===== src/rtl/dds_lut_pkg.sv =====
// ============================================================================
// Module      : dds_lut_pkg
// Description : Shared mode encodings, output format constants and parameter
//               legality check for the multi-channel DDS quarter-wave lookup.
// Revision    : 1.0 - initial release
// ============================================================================
`default_nettype none

package dds_lut_pkg;

    localparam logic [1:0] MODE_SIN = 2'd0;
    localparam logic [1:0] MODE_COS = 2'd1;
    localparam logic [1:0] MODE_RAW = 2'd2;

    localparam int OUT_W   = 32;
    localparam int GUARD_W = 4;

    function automatic bit params_legal(input int nch, input int addr_w,
                                        input int phase_w, input int data_w);
        return (nch >= 2) && (addr_w >= 1) && (phase_w == addr_w + 2) &&
               (data_w >= 1) && (data_w <= OUT_W - GUARD_W);
    endfunction

endpackage

`default_nettype wire


===== src/rtl/dds_rr_arbiter.sv =====
// ============================================================================
// Module      : dds_rr_arbiter
// Description : NCH-way round-robin arbiter, combinational one-hot grant and
//               a registered pointer that moves just past the last winner.
// Revision    : 1.0 - initial release
// ============================================================================
`default_nettype none

module dds_rr_arbiter #(
    parameter int NCH  = 4,
    parameter int CH_W = $clog2(NCH)
) (
    input  logic            clk,
    input  logic            rst,
    input  logic [NCH-1:0]  i_req,
    output logic [NCH-1:0]  o_grant,
    output logic [CH_W-1:0] o_grant_idx,
    output logic            o_grant_any
);

    logic [CH_W-1:0] r_ptr;
    logic [CH_W-1:0] w_idx;
    logic            w_any;

    function automatic logic [CH_W-1:0] wrap_idx(input logic [CH_W-1:0] base,
                                                 input int off);
        int s;
        s = int'(base) + off;
        if (s >= NCH) s = s - NCH;
        return CH_W'(s);
    endfunction

    always_comb begin
        w_idx   = '0;
        w_any   = 1'b0;
        o_grant = '0;
        for (int k = 0; k < NCH; k++) begin
            if (!w_any && i_req[wrap_idx(r_ptr, k)]) begin
                w_any = 1'b1;
                w_idx = wrap_idx(r_ptr, k);
            end
        end
        o_grant[w_idx] = w_any;
    end

    assign o_grant_idx = w_idx;
    assign o_grant_any = w_any;

    always_ff @(posedge clk or posedge rst) begin
        if (rst) begin
            r_ptr <= '0;
        end else if (w_any) begin
            r_ptr <= (w_idx == CH_W'(NCH - 1)) ? '0 : w_idx + CH_W'(1);
        end
    end

endmodule

`default_nettype wire


===== src/rtl/dds_quad_lut.sv =====
// ============================================================================
// Module      : dds_quad_lut
// Description : Time-multiplexed quarter-wave sine/cosine lookup; arbitrates
//               channels onto one ROM and returns signed, tagged samples.
// Revision    : 1.0 - initial release
// ============================================================================
`default_nettype none

module dds_quad_lut
    import dds_lut_pkg::*;
#(
    parameter int NCH     = 4,
    parameter int ADDR_W  = 11,
    parameter int PHASE_W = 13,
    parameter int DATA_W  = 24,
    parameter int CH_W    = $clog2(NCH)
) (
    input  logic                   Fg_CLK,
    input  logic                   RESET,
    input  logic [NCH-1:0]         req_valid,
    input  logic [NCH*PHASE_W-1:0] req_phase,
    input  logic [NCH*2-1:0]       req_mode,
    output logic [NCH-1:0]         req_ready,
    output logic [ADDR_W-1:0]      rom_addr,
    output logic                   rom_ce,
    input  logic [DATA_W-1:0]      rom_dout,
    output logic                   out_valid,
    output logic [CH_W-1:0]        out_ch,
    output logic [31:0]            out_data
);

    localparam int                 c_PAD_W   = OUT_W - GUARD_W - DATA_W;
    localparam logic [PHASE_W-1:0] c_QUARTER = {2'b01, {ADDR_W{1'b0}}};

    generate
        if (!params_legal(NCH, ADDR_W, PHASE_W, DATA_W)) begin : g_param_check
            $error("dds_quad_lut: illegal parameter combination");
        end
    endgenerate

    logic [CH_W-1:0]    w_gnt_idx;
    logic               w_accept;
    logic [PHASE_W-1:0] w_phase;
    logic [PHASE_W-1:0] w_phase_eff;
    logic [1:0]         w_mode;
    logic [1:0]         w_quad;
    logic [ADDR_W-1:0]  w_idx;
    logic [ADDR_W-1:0]  w_addr;
    logic               w_neg;
    logic [OUT_W-1:0]   w_mag;

    logic [CH_W-1:0]    r_s1_ch;
    logic               r_s1_neg;
    logic               r_s2_valid;
    logic [CH_W-1:0]    r_s2_ch;
    logic               r_s2_neg;

    dds_rr_arbiter #(
        .NCH  (NCH),
        .CH_W (CH_W)
    ) u_arb (
        .clk         (Fg_CLK),
        .rst         (RESET),
        .i_req       (req_valid),
        .o_grant     (req_ready),
        .o_grant_idx (w_gnt_idx),
        .o_grant_any (w_accept)
    );

    // Cosine is sine advanced a quarter turn; odd quadrants mirror the index.
    always_comb begin
        w_phase     = req_phase[w_gnt_idx*PHASE_W +: PHASE_W];
        w_mode      = req_mode[w_gnt_idx*2 +: 2];
        w_phase_eff = (w_mode == MODE_COS) ? w_phase + c_QUARTER : w_phase;
        w_quad      = w_phase_eff[PHASE_W-1 -: 2];
        w_idx       = w_phase_eff[ADDR_W-1:0];
        w_addr      = w_phase[ADDR_W-1:0];
        w_neg       = 1'b0;
        if (w_mode == MODE_SIN || w_mode == MODE_COS) begin
            w_addr = w_quad[0] ? ~w_idx : w_idx;
            w_neg  = w_quad[1];
        end
    end

    assign w_mag = {{(OUT_W - DATA_W){1'b0}}, rom_dout} << c_PAD_W;

    always_ff @(posedge Fg_CLK or posedge RESET) begin
        if (RESET) begin
            rom_addr   <= '0;
            rom_ce     <= 1'b0;
            r_s1_ch    <= '0;
            r_s1_neg   <= 1'b0;
            r_s2_valid <= 1'b0;
            r_s2_ch    <= '0;
            r_s2_neg   <= 1'b0;
            out_valid  <= 1'b0;
            out_ch     <= '0;
            out_data   <= '0;
        end else begin
            rom_ce <= w_accept;
            if (w_accept) begin
                rom_addr <= w_addr;
                r_s1_ch  <= w_gnt_idx;
                r_s1_neg <= w_neg;
            end
            r_s2_valid <= rom_ce;
            r_s2_ch    <= r_s1_ch;
            r_s2_neg   <= r_s1_neg;
            out_valid  <= r_s2_valid;
            if (r_s2_valid) begin
                out_ch   <= r_s2_ch;
                out_data <= r_s2_neg ? -w_mag : w_mag;
            end
        end
    end

endmodule

`default_nettype wire


===== config.mk =====
export PLATFORM = sky130hd
export DESIGN_NAME = dds_quad_lut
export DESIGN_NICKNAME = d
export VERILOG_FILES = /design/src/rtl/dds_lut_pkg.sv /design/src/rtl/dds_rr_arbiter.sv /design/src/rtl/dds_quad_lut.sv
export SDC_FILE = /design/constraint.sdc
export NUM_CORES = 1
export LEC_CHECK = 0
export BUFFER_PORTS_ARGS = -buffer_cell sky130_fd_sc_hd__buf_2
export CORE_ASPECT_RATIO = 1.5
export CORE_MARGIN = 2
export CORE_UTILIZATION = 48
export DETAILED_ROUTE_END_ITERATION = 12
export PLACE_DENSITY = 0.92
export SLEW_MARGIN = 40
export SYNTH_ARGS = -nofsm -noshare
export SYNTH_HDL_FRONTEND = slang
export SYNTH_SLANG_ARGS = --single-unit

===== constraint.sdc =====
create_clock -name Fg_CLK -period 2.45 [get_ports Fg_CLK]
set_input_delay 0.245 -clock Fg_CLK [delete_from_list [all_inputs] [get_ports Fg_CLK]]
set_output_delay 0.245 -clock Fg_CLK [all_outputs]
set_load 0.03 [all_outputs]

==> run summary, run 1 <==
The adder and majority gate portion of the synthesized area is 1.98%, and the maximum number of pins on one net before global-route repair is 53. Gate count of the mapped netlist: 344. In this run the power density over the cells is 1130 nW/µm². The number of enable-type register cells in the synthesized netlist is 0. For this configuration, the core starts out at a cell density of 49.1%.

In the global route stage, overall resource usage came out at 19.4%. The clock period minus final worst setup slack works out to 2.34 ns. The analysis attributes to cell leakage a power of 1.98 nW. The run finished with clean final reports. After detailed routing, the met3 layer carries 477 µm of wire.

Setup repair after global routing left no endpoint under its margin. For this run, the number of Yosys warnings is 0. Port buffering added 136 buffers. The die is 103 µm tall. The floorplan step defined a core boundary enclosing 6440 µm².

In this run the deepest clock path goes through 2 buffers. The proportion of synthesized area in mux cells came out at 12.0%. Once routing completed, OpenROAD measured the worst setup slack at 0.110 ns.

In the finished design, the share of the clock period the worst path needs comes to 95.5%. Once detail routing completed, the nets flagged for antenna violations numbered 0. Final max-slew violation count: 0. Dividing the detail-routed wire length by the instance count gives 12.7 µm. In this run the worst hold path is classified as primary input to asynchronous set/reset pin.

The worst-case headroom to the max-slew limit was 46.7%; the final wirelength was 7.04 mm. On the worst path, the slowest cell contributes a delay of 0.39 ns. The tools report the final hold violation count as 0. The tools report the endpoint type of the worst setup path as a primary output.

Counting flops with an async set or reset pin after synthesis yields a share of 100%. Counting distinct cell types in the post-synthesis netlist gives 41. The run gives 0.00455 ns as the worst clock skew. At the pin with the least slew margin, the transition time is 0.799 ns. Routability-driven placement finished with a final weighted congestion of 0.824. The most common cell type on the critical path was sky130_fd_sc_hd__nor2b_1. The number of top-level pins came out at 141. Of the synthesized area, sequential elements account for 41.2%. For the setup slack after placement, the log shows 0.0422 ns. Summed over all failing endpoints, the final setup total negative slack is 0 ns. The area growth from synthesis to final layout came out at 28.3%. The average instance in the mapped netlist occupies 9.19 µm². The half-perimeter wire length after placement is 5.56 mm.

The slowest stage of the critical path is the sky130_fd_sc_hd__dfrtp_1 cell. Data on the critical path arrives at its endpoint at 2.10 ns. The highest clock frequency the design can meet was 427 MHz. TritonCTS created 5 clock buffers. In this run the top signal layer used is met4. The layout has 502 filler cells. Final setup violation count: 0. The floorplan has 36 rows.

Measured in cells, the most critical reg-to-reg path has a length of 9. The tools report the hold buffer count at CTS as 0. For this run, design rule violations remaining after detail routing come to 0. The number of global-route vias before repair came out at 2698. Library cell used as clock root buffer: sky130_fd_sc_hd__clkbuf_8. The synthesized netlist devotes 17.9% of its cell area to compound gates. For the wire length of the first global-routing pass, the log shows 11.6 mm. The most frequently used flop master after synthesis is sky130_fd_sc_hd__dfrtp_1. The synthesized netlist devotes 6.89% of its cell area to XOR and XNOR gates. The horizontal die dimension is 70.3 µm. Source-to-sink clock delay at the later pin of the worst-skew pair: 0.29 ns. The critical path goes through nor2b_1 > a21o_1 > a211oi_4 > buf_8 > inv_1 > ha_1 > nor2b_1 > buf_2. Detailed routing inserted a total of 2873 vias. Dividing the detail-routed via count by the number of cells gives 5.20. After the first detailed-routing iteration, the DRC count stood at 97. The overall die area is 7260 µm². By area, the combinational part of the netlist is dominated by compound AO/OA/AOI/OAI gates. For the post-layout net count, the log shows 571. The synthesized netlist devotes 14.2% of its cell area to simple gates. The number of antenna violations at the first check in global routing was 0. The detailed router put a total of 2.70 mm of wire on met1. IR analysis of the VDD net gives a maximum drop of 818 µV. Across the run, the number of max-cap violations was 0.

The tools report the total overflow reported by the global router as 0. The clock tree synthesis step divided the H-tree into 2 levels. TritonCTS built the clock tree. Hold timing on the final database bottoms out at a slack of 0.108 ns.

The clock-pin slew reported for the worst setup and hold paths after clock tree synthesis came out at 0.09 ns. After synthesis the netlist holds a flip-flop and latch count of 52. The top fanout value on the critical path came out at 29.

The cell area that synthesis handed to floorplanning was 3160 µm². 0 antenna diodes ended up in the layout. STA classifies the critical path startpoint as a flop.

The tools report the first-pass iteration count of the detailed router as 4. The setup path with the least slack is of type flop to primary output. At the worst endpoint, the required time is 2.20 ns.

The tree built by TritonCTS fans out to 52 sinks. The routed design uses 3.78 mm of met2 wire. The post-route netlist has 38.4% of its cells at a drive strength greater than 1.
-- worst max-delay path: cells and delay by family, from the launching register on --
family	cells	cell delay, ns
AO/OA/AOI/OAI	2	0.51
adder cells (fa/ha/maj)	1	0.18
buffers and inverters	3	0.50
flip-flops	1	0.39
AND/OR/NAND/NOR	2	0.20
-- where the power goes --
part / switching, mW / total (mW) / internal [mW]
logic: 1.60 / 2.65 / 1.05
registers: 0.232 / 1.45 / 1.21
clock network: 0.264 / 0.494 / 0.230
total: 2.10 / 4.60 / 2.50
-- logic make-up (layout without fill, tap and decap cells) --
| logic type | Yosys count | count (layout) |
|---|---|---|
| AO/OA/AOI/OAI | 88 | 88 |
| XOR/XNOR | 24 | 24 |
| adder cells (fa/ha/maj) | 5 | 5 |
| buffers and inverters | 39 | 169 |
| flip-flops | 52 | 52 |
| multiplexers | 36 | 36 |
| other | 1 | 4 |
| AND/OR/NAND/NOR | 99 | 99 |
-- state kept, by name, summed over array words and instances (netlist names) --
| signal | count |
|---|---|
| rom_ce | 1 |
| out_data | 28 |
| out_valid | 1 |
| r_s2_ch | 2 |
| out_ch | 2 |
| r_s1_ch | 2 |
| r_s2_valid | 1 |
| r_s1_neg | 1 |
| u_arb.r_ptr | 2 |
| rom_addr | 11 |
| r_s2_neg | 1 |
-- layout by cell type, fill, tap and decap left out, drive strengths merged, types with 4 or more instances in the layout --
master / synthesis / layout
conb: 1 / 4
inv: 13 / 13
mux2i: 20 / 20
ha: 5 / 5
nor2: 38 / 38
a21oi: 28 / 28
a21o: 12 / 12
nand2: 28 / 28
dfrtp: 52 / 52
nand3: 11 / 11
xor2: 21 / 21
o21ai: 22 / 22
or4: 4 / 4
clkbuf: 12 / 7
a31oi: 11 / 11
mux2: 16 / 16
o31ai: 6 / 6
buf: 14 / 148
nor2b: 6 / 6
-- metrics by stage --
stage,instance area (µm²),total power [mW],util (%),instances
global route,4050,4.95,62.9,553
detailed placement,3910,4.07,60.7,541
global placement,3910,3.98,60.7,541
CTS,4010,4.59,62.2,549
finish,4050,4.60,62.9,553
floorplan,3170,3.37,-,347
-- routing by layer --
metal	vias up	GRT usage, %
met5	-	0
met4	0	4.88
met3	8	4.75
met2	116	37.9
met1	1302	20.9
li1	1447	-
-- final timing paths --
path                                             from  slack, ns                         end
hold reg to reg                  r_s1_neg$_DFFE_PP0P_       0.39          r_s2_neg$_DFF_PP0_
min in group Fg_CLK                       rom_dout[5]       0.25     out_data[9]$_DFFE_PP0P_
max in group asynchronous                       RESET       1.88        r_s2_valid$_DFF_PP0_
setup / recovery           u_arb.r_ptr[0]$_DFFE_PP0P_       0.11                req_ready[0]
hold / removal                                  RESET       0.11  u_arb.r_ptr[1]$_DFFE_PP0P_
setup reg to reg           u_arb.r_ptr[0]$_DFFE_PP0P_       0.14     rom_addr[3]$_DFFE_PP0P_
-- Yosys cell counts (all sizes together), types with 5 or more instances --
cell type | n | area share, %
dfrtp | 52 | 41
nor2 | 38 | 4.5
a21oi | 28 | 4.4
nand2 | 28 | 3.3
o21ai | 22 | 3.5
xor2 | 21 | 6.1
mux2i | 20 | 6.3
mux2 | 16 | 5.7
buf | 14 | 2.8
inv | 13 | 1.5
a21o | 12 | 2.9
clkbuf | 12 | 1.4
a31oi | 11 | 2.2
nand3 | 11 | 1.7
nor2b | 6 | 1.2
o31ai | 6 | 1.9
ha | 5 | 2.0
-- timing repair --
| action | CTS | global route |
|---|---|---|
| gates cloned | 0 | 0 |
| resized for setup | 2 | 3 |
| setup endpoints to repair | 3 | 13 |
| pin swaps | 0 | 1 |
| setup buffers | 0 | 4 |
| endpoints found under the hold margin | 0 | 0 |
-- layout make-up --
type / instances / area, µm² / area share (%)
clock buffers: 7 / 86.3 / 2.13
repair buffers: 148 / 803 / 19.8
inverters: 13 / 48.8 / 1.20
clock inverters: 1 / 7.51 / 0.185
well taps: 76 / 95.1 / 2.35
flip-flops and latches: 52 / 1300 / 32.2
multi-input cells: 256 / 1710 / 42.2
Power figures use the tool's default switching activity.
==> inputs of run 2 (changes only) <==
clock period = 2.6 ns   (was 2.45 ns; I/O delays follow)
==> run 2 against run 1 <==
  * Clock skew is 0.0026 ns higher
  * Register-to-register slack better by 0.24 ns
  * Wire length is 1.8% higher
  * Cell count shrank 0.72%
  * Worst hold slack got worse by 0.069 ns
  * Clock-buffer cell count unchanged
  * Combinational power decreased by 9.4%
  * Die area is the same
  * Global-route usage increased by 1.3 points
  * Power down 7.9%
  * Non-clock buffer count down 4
==> run summary, run 2 (same netlist as run 1, synthesis figures left out) <==
The half-perimeter wire length after placement is 5.78 mm. The clock tree synthesis step divided the H-tree into 2 levels. Across the run, the number of max-cap violations was 0. The measured slew at the worst slew-check pin was 0.817 ns.

The total overflow left after global routing is 0. The logs give 0 for the final hold violation count and 2.34 ns for the required time of the worst setup path. TritonCTS built the clock tree. 141 I/O pins were placed. For this run, the detailed router's first-pass iteration total came to 4. The class of the tightest hold or removal check was primary input to asynchronous set/reset pin. The clock arrives with 0.00714 ns of skew. The tools report the arrival time of data at the critical path endpoint as 2.11 ns.

The count of nets left with antenna violations after detail routing is 0, and the number of flip-flops under the largest register name is 28. The final max-slew violation count is 0, and the clock period minus final worst setup slack is 2.37 ns. For the core box area, the log shows 6440 µm². In this run the tightest slew margin relative to its limit is 45.5%. Number of design rule violations left after detail routing: 0. CTS placed an instance of sky130_fd_sc_hd__clkbuf_8 at the clock tree root. Once the floorplan was initialized, standard cells occupied 49.1% of the core. Dividing the detail-routed via count by the number of cells gives 5.29. Input and output buffers added on the ports amount to 136. In this run the cell area measured after placement is 3900 µm². The power density of the placed cells was 1060 nW/µm².

Clock sink count: 52. The tools report the highest clock frequency the design can meet as 422 MHz. The hold buffer count at CTS came out at 0. In this run, the number of DRC markers left after iteration 0 of detailed routing was 106.

Number of diodes: 0. Dividing the detail-routed wire length by the instance count gives 13.1 µm. The register name with the most flops is out_data.

The routed design has 7.17 mm of wire. Setup violations remaining at the end of the flow were counted as 0. In the final layout, the share of cells above drive strength 1 is 37.8%.

The maximum number of pins on one net before global-route repair is 39, and the clock-pin slew reported for the worst setup and hold paths after clock tree synthesis is 0.09 ns. The flow ran to the end, and the final reports show no timing, DRC or antenna violations. The die is 103 µm tall. The largest registers in the layout are out_data x28, rom_addr x11. The tools report the placer congestion estimate as 0.872. The sort of element at the start of the critical path was a flop. The power consumption was 4.23 mW. Leaving out fill and tap cells, the most frequent cells in the layout are 136 x sky130_fd_sc_hd__buf_2, 50 x sky130_fd_sc_hd__dfrtp_1, 38 x sky130_fd_sc_hd__nor2_1.

The worst-case IR drop observed on VDD is 847 µV. The logs give 1.95 nW for the static leakage and 0.0388 ns for the minimum hold slack. For the final routed database, the setup TNS stands at 0 ns. The area growth from synthesis to final layout is 26.6%.

The die covers 7260 µm². The worst register-to-register path begins at u_arb.r_ptr[0]$_DFFE_PP0P_. In this run the horizontal extent of the chip is 70.3 µm. The worst setup path is of the flop to primary output kind. For the wire length of the first global-routing pass, the log shows 12.1 mm. The logs give 2848 for the number of global-route vias before repair and 36 for the placement row count.

The run gives 2 as the maximum clock path buffer count. The post-layout net count was 567; the source-to-sink clock delay at the later pin of the worst-skew pair was 0.31 ns. The global-route usage over all layers was 20.7%; the top fanout value on the critical path was 25. The tools report the final instance area as 4000 µm². The most critical setup path has its startpoint at u_arb.r_ptr[1]$_DFFE_PP0P_. The tools report the TritonCTS buffer count as 5. The ratio of final minimum period to clock period was 91.2%; the buffer count from post-CTS setup fixing was 0.

The detailed router placed 2902 vias in this run. Setup repair after global routing left no endpoint under its margin. The run gives 0 as the number of antenna violations at the first check in global routing.

The most common library cell in the layout ignoring fill and taps is sky130_fd_sc_hd__buf_2. Endpoint type of the worst setup path: a primary output.
==> run 2: area by class of cell <==
cell class,count,area (µm²)
clock buffer,7,86.3
tap,76,95.1
timing repair buffer,144,761
clock inverter,1,7.51
inverter,13,48.8
fill,536,2440
multi-input combinational,256,1700
sequential,52,1300
==> run 2: critical path, cell delays in order, from the launching register on <==
cell and delay [ns]:
sky130_fd_sc_hd__dfrtp_2 0.43, sky130_fd_sc_hd__a21oi_1 0.08, sky130_fd_sc_hd__o32a_2 0.44, sky130_fd_sc_hd__buf_6 0.21, sky130_fd_sc_hd__inv_1 0.16, sky130_fd_sc_hd__ha_1 0.16
sky130_fd_sc_hd__nor2b_1 0.12, sky130_fd_sc_hd__buf_2 0.20
==> run 2: timing repair <==
action,4_1_cts,5_1_grt
setup endpoints to repair,2,3
resized for setup,1,3
hold endpoints to repair,0,0
gates cloned,0,0
==> run 2: where the power goes <==
group,total (mW),switching [mW],leakage [nW],internal [mW]
Clock,0.472,0.255,0.0445,0.217
Sequential,1.37,0.222,0.603,1.14
Combinational,2.40,1.48,1.30,0.912
Total,4.23,1.96,1.95,2.27
==> run 2: routing by layer <==
layer | share of wire, % | wire length, µm | GRT usage (%)
met1 | 37 | 2640 | 20.7
met2 | 55 | 3910 | 40.4
met3 | 7.2 | 514 | 5.43
met4 | 1.5 | 110 | 8.14
met5 | 0 | 0 | 0
==> run 2: through the flow <==
step | std cells | setup WS, ns | util [%]
finish | 549 | 0.228 | 62.1
global route | 549 | 0.0508 | 62.1
CTS | 549 | 0.0838 | 62.0
detailed placement | 541 | 0.185 | 60.5
global placement | 541 | 0.185 | 60.5
floorplan | 347 | 0.292 | -
==> run 2: path summary, 6_finish.rpt <==
check,to,slack (ns),depth (start not counted)
worst max-delay path,req_ready[1],0.23,7
worst min-delay path,out_ch[1]$_DFFE_PP0P_,0.04,2
worst max register to register,rom_addr[0]$_DFFE_PP0P_,0.38,10
worst min register to register,r_s2_valid$_DFF_PP0_,0.38,0
max in group asynchronous,r_s2_valid$_DFF_PP0_,2.00,3
min in group Fg_CLK,out_data[4]$_DFFE_PP0P_,0.24,2
